--- config.mk ---
export PLATFORM = sky130hd
export DESIGN_NAME = window_fetch_ctrl
export DESIGN_NICKNAME = d
export VERILOG_FILES = /design/src/rtl/img_pkg.sv /design/src/rtl/win_addr_gen.sv /design/src/rtl/window_fetch_ctrl.sv
export SDC_FILE = /design/constraint.sdc
export NUM_CORES = 1
export LEC_CHECK = 0
export ABC_AREA = 1
export CORE_MARGIN = 2
export CORE_UTILIZATION = 50
export DETAILED_ROUTE_END_ITERATION = 6
export PLACE_DENSITY_LB_ADDON = 0.3
export SLEW_MARGIN = 20
export SYNTH_ARGS = -nofsm -noshare
export SYNTH_HDL_FRONTEND = slang
export SYNTH_SLANG_ARGS = --single-unit
--- constraint.sdc ---
create_clock -name clk -period 10.9 [get_ports clk]
set_input_delay 3.27 -clock clk [delete_from_list [all_inputs] [get_ports clk]]
set_output_delay 3.27 -clock clk [all_outputs]
set_load 0.05 [all_outputs]
--- src/rtl/img_pkg.sv ---
// Shared types and constants for the 3x3 window fetch path.
// Default image geometry, window size, FSM states and window slot indices.
package img_pkg;

    localparam int unsigned IMG_W_DEF  = 100;
    localparam int unsigned IMG_H_DEF  = 100;
    localparam int unsigned PIX_W_DEF  = 8;
    localparam int unsigned ADDR_W_DEF = 14;
    localparam int unsigned WIN_PIX    = 9;

    typedef enum logic [2:0] {
        IDLE,
        FETCH,
        WAIT,
        HOLD,
        DONE
    } state_t;

    typedef logic [3:0] slot_t;

    // Row-major slot order: slot 0 is p00 (top-left), slot 8 is p22.
    localparam slot_t SLOT_P00 = 4'd0;
    localparam slot_t SLOT_P01 = 4'd1;
    localparam slot_t SLOT_P02 = 4'd2;
    localparam slot_t SLOT_P10 = 4'd3;
    localparam slot_t SLOT_P11 = 4'd4;
    localparam slot_t SLOT_P12 = 4'd5;
    localparam slot_t SLOT_P20 = 4'd6;
    localparam slot_t SLOT_P21 = 4'd7;
    localparam slot_t SLOT_P22 = 4'd8;

endpackage

--- src/rtl/win_addr_gen.sv ---
// Window centre counters and per-slot read address walk (adds only, no multiply).
// WINDOW_REUSE_EN: column advances within a row fetch only the new right column.
module win_addr_gen
    import img_pkg::*;
#(
    parameter int unsigned IMG_W  = IMG_W_DEF,
    parameter int unsigned IMG_H  = IMG_H_DEF,
    parameter int unsigned ADDR_W = ADDR_W_DEF
) (
    input  logic              clk,
    input  logic              rst,
    input  logic              i_init,
    input  logic              i_step,
    input  logic              i_advance,
    output logic [ADDR_W-1:0] o_addr,
    output slot_t             o_slot,
    output logic              o_last_slot,
    output logic              o_row_end,
    output logic              o_last_win,
    output logic [ADDR_W-1:0] o_row,
    output logic [ADDR_W-1:0] o_col
);

    localparam logic [ADDR_W-1:0] ROW_STRIDE = ADDR_W'(IMG_W);
    localparam logic [ADDR_W-1:0] ROW_SKIP   = ADDR_W'(IMG_W - 2);
    localparam logic [ADDR_W-1:0] LAST_COL   = ADDR_W'(IMG_W - 2);
    localparam logic [ADDR_W-1:0] LAST_ROW   = ADDR_W'(IMG_H - 2);
    localparam logic [ADDR_W-1:0] ONE        = ADDR_W'(1);
    localparam logic [ADDR_W-1:0] THREE      = ADDR_W'(3);

    logic [ADDR_W-1:0] r_row;
    logic [ADDR_W-1:0] r_col;
    logic [ADDR_W-1:0] r_base;
    logic [ADDR_W-1:0] r_cur;
    slot_t             r_slot;
    logic [1:0]        r_scol;
    logic              r_partial;

    // r_base tracks the top-left address (row-1)*IMG_W + (col-1) of the window.
    always_ff @(posedge clk or posedge rst) begin
        if (rst) begin
            r_row     <= '0;
            r_col     <= '0;
            r_base    <= '0;
            r_cur     <= '0;
            r_slot    <= SLOT_P00;
            r_scol    <= '0;
            r_partial <= 1'b0;
        end else if (i_init) begin
            r_row     <= ONE;
            r_col     <= ONE;
            r_base    <= '0;
            r_cur     <= '0;
            r_slot    <= SLOT_P00;
            r_scol    <= '0;
            r_partial <= 1'b0;
        end else if (i_advance) begin
            if (o_row_end) begin
                r_row     <= r_row + ONE;
                r_col     <= ONE;
                r_base    <= r_base + THREE;
                r_cur     <= r_base + THREE;
                r_slot    <= SLOT_P00;
                r_scol    <= '0;
                r_partial <= 1'b0;
            end else begin
                r_col  <= r_col + ONE;
                r_base <= r_base + ONE;
`ifdef WINDOW_REUSE_EN
                r_cur     <= r_base + THREE;
                r_slot    <= SLOT_P02;
                r_scol    <= 2'd2;
                r_partial <= 1'b1;
`else
                r_cur     <= r_base + ONE;
                r_slot    <= SLOT_P00;
                r_scol    <= '0;
                r_partial <= 1'b0;
`endif
            end
        end else if (i_step) begin
            if (r_partial) begin
                r_cur  <= r_cur + ROW_STRIDE;
                r_slot <= r_slot + 4'd3;
            end else if (r_scol == 2'd2) begin
                r_cur  <= r_cur + ROW_SKIP;
                r_slot <= r_slot + 4'd1;
                r_scol <= '0;
            end else begin
                r_cur  <= r_cur + ONE;
                r_slot <= r_slot + 4'd1;
                r_scol <= r_scol + 2'd1;
            end
        end
    end

    assign o_addr      = r_cur;
    assign o_slot      = r_slot;
    assign o_last_slot = (r_slot == SLOT_P22);
    assign o_row_end   = (r_col == LAST_COL);
    assign o_last_win  = (r_col == LAST_COL) && (r_row == LAST_ROW);
    assign o_row       = r_row;
    assign o_col       = r_col;

endmodule

--- src/rtl/window_fetch_ctrl.sv ---
// 3x3 median-filter window fetch sequencer: BRAM reads, latency-aligned capture, valid/ready out.
// WINDOW_REUSE_EN: shift columns left on in-row advance and fetch only three new pixels.
module window_fetch_ctrl
    import img_pkg::*;
#(
    parameter int unsigned IMG_W  = IMG_W_DEF,
    parameter int unsigned IMG_H  = IMG_H_DEF,
    parameter int unsigned ADDR_W = ADDR_W_DEF,
    parameter int unsigned PIX_W  = PIX_W_DEF,
    parameter int unsigned RD_LAT = 1
) (
    input  logic                     clk,
    input  logic                     rst,
    input  logic                     start,
    output logic                     busy,
    output logic                     done,
    output logic                     bram_en,
    output logic [ADDR_W-1:0]        bram_addr,
    input  logic [PIX_W-1:0]         bram_dout,
    output logic [WIN_PIX*PIX_W-1:0] win_data,
    output logic                     win_valid,
    input  logic                     win_ready,
    output logic [ADDR_W-1:0]        win_row,
    output logic [ADDR_W-1:0]        win_col
);

    localparam logic [1:0] WAIT_LAST = 2'(RD_LAT - 1);

    state_t            r_state;
    logic              r_busy;
    logic              r_done;
    logic              r_bram_en;
    logic              r_win_valid;
    logic [1:0]        r_wait_cnt;
    logic [PIX_W-1:0]  r_win [WIN_PIX];
    logic              r_pv  [1:RD_LAT];
    slot_t             r_ps  [1:RD_LAT];

    logic              w_init;
    logic              w_step;
    logic              w_hs;
    logic              w_adv;
    logic              w_last_slot;
    logic              w_row_end;
    logic              w_last_win;
    slot_t             w_slot;
    logic [ADDR_W-1:0] w_addr;
    logic [ADDR_W-1:0] w_row;
    logic [ADDR_W-1:0] w_col;

    assign w_init = (r_state == IDLE) && start;
    assign w_step = (r_state == FETCH) && !w_last_slot;
    assign w_hs   = (r_state == HOLD) && win_ready;
    assign w_adv  = w_hs && !w_last_win;

    win_addr_gen #(
        .IMG_W  (IMG_W),
        .IMG_H  (IMG_H),
        .ADDR_W (ADDR_W)
    ) u_addr_gen (
        .clk         (clk),
        .rst         (rst),
        .i_init      (w_init),
        .i_step      (w_step),
        .i_advance   (w_adv),
        .o_addr      (w_addr),
        .o_slot      (w_slot),
        .o_last_slot (w_last_slot),
        .o_row_end   (w_row_end),
        .o_last_win  (w_last_win),
        .o_row       (w_row),
        .o_col       (w_col)
    );

    always_ff @(posedge clk or posedge rst) begin
        if (rst) begin
            r_state     <= IDLE;
            r_busy      <= 1'b0;
            r_done      <= 1'b0;
            r_bram_en   <= 1'b0;
            r_win_valid <= 1'b0;
            r_wait_cnt  <= '0;
        end else begin
            case (r_state)
                IDLE: begin
                    if (start) begin
                        r_state   <= FETCH;
                        r_busy    <= 1'b1;
                        r_bram_en <= 1'b1;
                    end
                end
                FETCH: begin
                    if (w_last_slot) begin
                        r_state    <= WAIT;
                        r_bram_en  <= 1'b0;
                        r_wait_cnt <= WAIT_LAST;
                    end
                end
                WAIT: begin
                    if (r_wait_cnt == 2'd0) begin
                        r_state     <= HOLD;
                        r_win_valid <= 1'b1;
                    end else begin
                        r_wait_cnt <= r_wait_cnt - 2'd1;
                    end
                end
                HOLD: begin
                    if (win_ready) begin
                        r_win_valid <= 1'b0;
                        if (w_last_win) begin
                            r_state <= DONE;
                            r_done  <= 1'b1;
                        end else begin
                            r_state   <= FETCH;
                            r_bram_en <= 1'b1;
                        end
                    end
                end
                DONE: begin
                    r_state <= IDLE;
                    r_done  <= 1'b0;
                    r_busy  <= 1'b0;
                end
                default: r_state <= IDLE;
            endcase
        end
    end

    // Slot tag follows each read so data lands in the slot of the address RD_LAT cycles back.
    always_ff @(posedge clk or posedge rst) begin
        if (rst) begin
            for (int unsigned i = 1; i <= RD_LAT; i++) begin
                r_pv[i] <= 1'b0;
                r_ps[i] <= SLOT_P00;
            end
        end else begin
            r_pv[1] <= r_bram_en;
            r_ps[1] <= w_slot;
            for (int unsigned i = 2; i <= RD_LAT; i++) begin
                r_pv[i] <= r_pv[i-1];
                r_ps[i] <= r_ps[i-1];
            end
        end
    end

    always_ff @(posedge clk or posedge rst) begin
        if (rst) begin
            for (int unsigned i = 0; i < WIN_PIX; i++) begin
                r_win[i] <= '0;
            end
        end else begin
`ifdef WINDOW_REUSE_EN
            if (w_adv && !w_row_end) begin
                r_win[SLOT_P00] <= r_win[SLOT_P01];
                r_win[SLOT_P01] <= r_win[SLOT_P02];
                r_win[SLOT_P10] <= r_win[SLOT_P11];
                r_win[SLOT_P11] <= r_win[SLOT_P12];
                r_win[SLOT_P20] <= r_win[SLOT_P21];
                r_win[SLOT_P21] <= r_win[SLOT_P22];
            end
`endif
            if (r_pv[RD_LAT]) begin
                r_win[r_ps[RD_LAT]] <= bram_dout;
            end
        end
    end

    always_comb begin
        win_data = '0;
        for (int unsigned i = 0; i < WIN_PIX; i++) begin
            win_data[(WIN_PIX-1-i)*PIX_W +: PIX_W] = r_win[i];
        end
    end

    assign busy      = r_busy;
    assign done      = r_done;
    assign bram_en   = r_bram_en;
    assign bram_addr = w_addr;
    assign win_valid = r_win_valid;
    assign win_row   = w_row;
    assign win_col   = w_col;

endmodule

=== Word-level counts from Yosys, hierarchy flattened ===
Index checks and enable logic that the tools add are counted.

* Reductions and logical operators: 26
* Order comparisons: 2
* Equal/unequal tests: 16
* Add/subtract/negate cells: 11
* Mux-type cells: 49
* Bitwise gates (word level): 1

{| class="wikitable"
|+ Operators by type and width
! operator !! number
|-
| $mux 14 || 14
|-
| $bwmux 72 || 1
|-
| $add 14x1->14 const B || 4
|-
| $demux 8 s4 || 1
|-
| $add 14x7->14 const B || 2
|-
| $eq 14x7->1 const B || 2
|-
| $mux 4 || 4
|-
| $mux 3 || 5
|-
| $add 14x2->14 const B || 1
|-
| $mux 2 || 7
|-
| $ne 2x2->1 const B || 7
|-
| $pmux 3 s4 || 1
|-
| $reduce_bool 2->1 || 6
|-
| $mux 1 || 10
|-
| $reduce_and 3->1 || 3
|-
| $mux 8 || 1
|-
| $eq 3x2->1 const B || 2
|-
| $logic_and 1x1->1 || 6
|-
| $pmux 1 s2 || 3
|-
| $reduce_and 2->1 || 3
|-
| $reduce_bool 3->1 || 2
|-
| $ge 5x5->1 const B || 1
|-
| $lt 5x1->1 const B || 1
|-
| $not 4->5 || 1
|-
| 16 further kinds || 17
|}

* Word-level logic and storage cells: 129
* Register bits: 149
* Output and inout port bits: 118
* Bits of input ports: 12

=== Longest topological paths before layout ===
* Depth after elaboration: 6
* Mapped depth: 21
* Mapped depth without buffers: 21

=== Hierarchy ===
From an unflattened synthesis, not the netlist that was laid out.

* Cells, all modules: 891
* Area, all modules: 7363.3 µm²

{| class="wikitable"
|+ By module, submodules not included
! module !! cells an instance !! sequential area each (µm²) !! area each (µm²) !! instances
|-
| win_addr_gen || 554 || 1551.5 || 4050.1 || 1
|-
| window_fetch_ctrl || 337 || 2152.1 || 3313.2 || 1
|}

=== Least setup slack after synthesis ===
Ideal clock, no wire load.

* Kind: in2reg
* Start point: input port start
* End point: register u_addr_gen.r_row[11], in the netlist u_addr_gen.o_row[11]
* Cell stages on the path: 7
* Data required time: 10779 ps
* Setup slack: 6736 ps
* Library setup time: 121 ps
* Arrival time: 4043 ps
* Path buffers: 1
* Cell sequence: nand3_2 inv_1 a31oi_4 inv_2 buf_6 nand2_1 o21ai_2

* Cells in the longest elaborated chain, start to end: 3
* Elaborated cells between the ends (all ways): 5
* Those cells by class: 1 x mux; 4 x reduce/logical

{| class="wikitable"
|+ RTL lines
! item !! RTL line !! text
|-
| start: declaration || window_fetch_ctrl.sv:14 || <nowiki>input logic start,</nowiki>
|-
| $logic_and 1x1->1 * || window_fetch_ctrl.sv:51 || <nowiki>assign w_init = (r_state == IDLE) && start;</nowiki>
|-
| $reduce_bool 2->1 (no line) || n/a ||
|-
| $reduce_and 2->1 (no line) || n/a ||
|-
| end signal: assignment || win_addr_gen.sv:59 || <nowiki>r_row <= r_row + ONE;</nowiki>
|-
| end: declaration || win_addr_gen.sv:31 || <nowiki>logic [ADDR_W-1:0] r_row;</nowiki>
|}

Every way passes the cells marked *; elsewhere a longest branch is shown, timed or not.
A chain may end at the register's enable or synchronous reset.

=== Final worst setup path ===
Ends and elaborated chain as after synthesis.

==> metrics.yaml <==
slowest_stage: "a31oi_4"
ys.flop_type: "dfrtp_1"
fp.dieH_um: 126
min-delay-start: "u_addr_gen.o_slot[3]"
design.portCount: 130
r2r_start: "u_addr_gen.o_col[0]"
timing_hold_violations_final: 0
dpl.hpwl_um: 13100
postSynthNetCount: 962
post_synth_mux_area_share_pct: 0
grt_first_pass_wirelength_um: 31800
hold_path.class: "flop to flop"
std_cell_rows: 44
num_antenna_cells: 0
run_status: "complete, no violations"
tritoncts: "done"
avgSynthCellArea_um2: 7.93
whs_ps: 430
cts_max_path_buffers: 2
cts_setup_buffers: 0
clk_root_buffer_cell: "clkbuf_16"
grt-ovfl-total: 0
grt_setup_unrepaired: "false"
setup_violations: 0
ant_nets: 0
power_density_nw_per_um2: 317
synth.ff_latch_count: 148
crit_path_start: "start"
routed_wirelength_um: 19000
crit_path_max_fanout: 26
power.static_leakage_nw: 4.38
yosys.area_share.xor_xnor_pct: 2.24
max-vdd-ir-drop_uv: 170
drt-pass1-iter-count: 7
critPathLaunchType: "input pin"
post-route-min-period_ps: 5100
count_of_input_and_output_buffers: 129
ctsResizeCount: 0
worst_ep_arrival_time_ps: 5410
drive_above_1_share_pct: 6.42
worst_clock_skew_ps: 7.48
synth_cell_types: 40
crit_type: "input pin to flop"
floorplan.core_area_um2: 14500
post_synth_fa_ha_maj_area_fraction_pct: 1.95
insertion_delay_ps: 420
num-nets-final: 1084
areaGrowthSynthToFinish_pct: 26.0
cts_sinks: 148
most_common_cell_after_layout_fill_and_taps_aside: "nand2_1"
cts-buffers-inserted: 17
max_freq_mhz: 196
seq_area_frac_synth_pct: 49.8
cp_cell_sequence: "clkdlybuf4s50_1 > nand3_2 > inv_1 > a31oi_4 > inv_2 > nand2_1 > o21ai_2"
cp_slowest_stage_delay_ps: 490
synth_cell_area_um2: 7440
postSynthCellCount: 939
synth-warning-count: 0
antenna_found_initial: 0
synth_compound_area_share_pct: 10.0
synth_async_sr_flop_share_pct: 100
drt_iter0_markers: 663
synth_enable_flop_cells: 0
cts_hold_repair.buffers: 0
start_util_pct: 51.2
timing.slew.headroom_pct: 39.4
avgRoutedWirePerCell_um: 15.1
gpl.final_weighted_congestion: 0.930
clkTransAtPathRegs_ps: 60
worst-slew-pin-transition_ps: 906
timing.critical_path.required_ps: 11210
clock_tree.htree_level_count: 4
post-route-drc-count: 0
report.final.slew_viol_count: 0
endpoint_kind: "flop"
grt_start_max_net_pins: 84
synth_top_family_by_area: "simple AND/OR/NAND/NOR gates"
global_route.usage.total_pct: 24.6
fp.dieArea_um2: 15900
via_count: 6762
vias_in_the_first_global_route: 6436
min_period_over_period_pct: 46.8
cap_violations: 0
setup-tns-final_ps: 0
via_per_inst: 5.38
commonest_cells_after_routing_fill_and_taps_aside: "nand2_1, dfrtp_1, clkdlybuf4s50_1"
die_width_um: 126
yosys.area_share.simple_pct: 29.6
==> where the power goes <==
group          leakage [nW]  total [mW]  internal, mW  switching [mW]
registers              1.80       0.918         0.747           0.171
logic                  2.30        1.51         0.461            1.05
clock network         0.272       0.549         0.304           0.245
total                  4.38        2.97          1.51            1.46
==> layer usage <==
layer  track usage, %  vias up  share of wire [%]
li1                 -     3307                  -
met4             7.50        0                1.6
met5                0        -                  0
met3             4.67       32                5.9
met1             34.0     3188                 44
met2             39.7      235                 48
==> layout make-up <==
class	count	area, µm²
Clock buffer	18	439
Clock inverter	14	118
Fill cell	1289	5160
Inverter	85	327
Multi-Input combinational cell	679	3260
Sequential cell	148	3700
Tap cell	184	230
Timing Repair Buffer	130	1300
==> kinds of logic (layout without fill, tap and decap cells) <==
family | Yosys count | count (layout)
and+or+nand+nor | 513 | 513
DFF | 148 | 148
buffers and inverters | 112 | 247
adders and majority gates | 11 | 11
xor gates and xnor gates | 19 | 19
AOI/OAI and AO/OA | 136 | 136
==> cells in the mapped netlist, types with 3 or more instances <==
cell type | number | area share (%)
o22ai_1 | 3 | 0.25
o21ai_1 | 11 | 0.74
inv_2 | 8 | 0.40
ha_1 | 10 | 1.7
nand2_2 | 6 | 0.50
nor2_1 | 102 | 5.1
o21ai_0 | 79 | 5.3
nor3_1 | 14 | 0.94
buf_2 | 14 | 0.94
inv_1 | 76 | 3.8
o21ai_2 | 4 | 0.47
a21oi_1 | 30 | 2.0
nand2_1 | 276 | 14
nand4_1 | 23 | 1.9
dfrtp_1 | 148 | 50
xor2_1 | 17 | 2.0
buf_6 | 5 | 0.76
clkbuf_1 | 8 | 0.40
nor2_4 | 5 | 0.76
nand3_1 | 75 | 5.0
==> path summary, 6_finish.rpt <==
| path | to | slack [ps] | depth (start not counted) |
|---|---|---|---|
| max in group asynchronous | u_addr_gen.o_addr[6] | 6180 | 3 |
| min reg2reg | r_ps[3] | 430 | 0 |
| max reg2reg | u_addr_gen.o_addr[9] | 8220 | 18 |
| max | u_addr_gen.o_row[11] | 5800 | 7 |
| min | r_ps[3] | 430 | 0 |
| min in group asynchronous | win_data[2] | 3360 | 2 |
==> through the flow <==
step                std cells  total power [mW]  instance area (µm²)  utilization, %  setup WS [ps]
detailed placement       1226              2.42                 8820            60.7           5400
finish                   1258              2.97                 9380            64.5           5800
CTS                      1258              2.99                 9380            64.5           5810
global route             1258              3.15                 9380            64.5           5620
global placement         1226              2.39                 8820            60.7           5450
floorplan                 939              1.95                 7440               -           3650
==> worst max-delay path, delay by kind of cell <==
family | cells | cell delay (ps)
AOI/OAI and AO/OA | 2 | 540
buffers and inverters | 3 | 1010
and+or+nand+nor | 2 | 580
==> state kept, by name, indices dropped and copies added (netlist names), 2 cells and up <==
name	cells
u_addr_gen.o_slot	4
u_addr_gen.r_base	14
u_addr_gen.o_col	14
r_wait_cnt	2
r_ps	4
r_state	3
u_addr_gen.r_scol	2
u_addr_gen.o_row	14
win_data	72
u_addr_gen.o_addr	14
No activity file was read; power rests on OpenSTA's default activity.
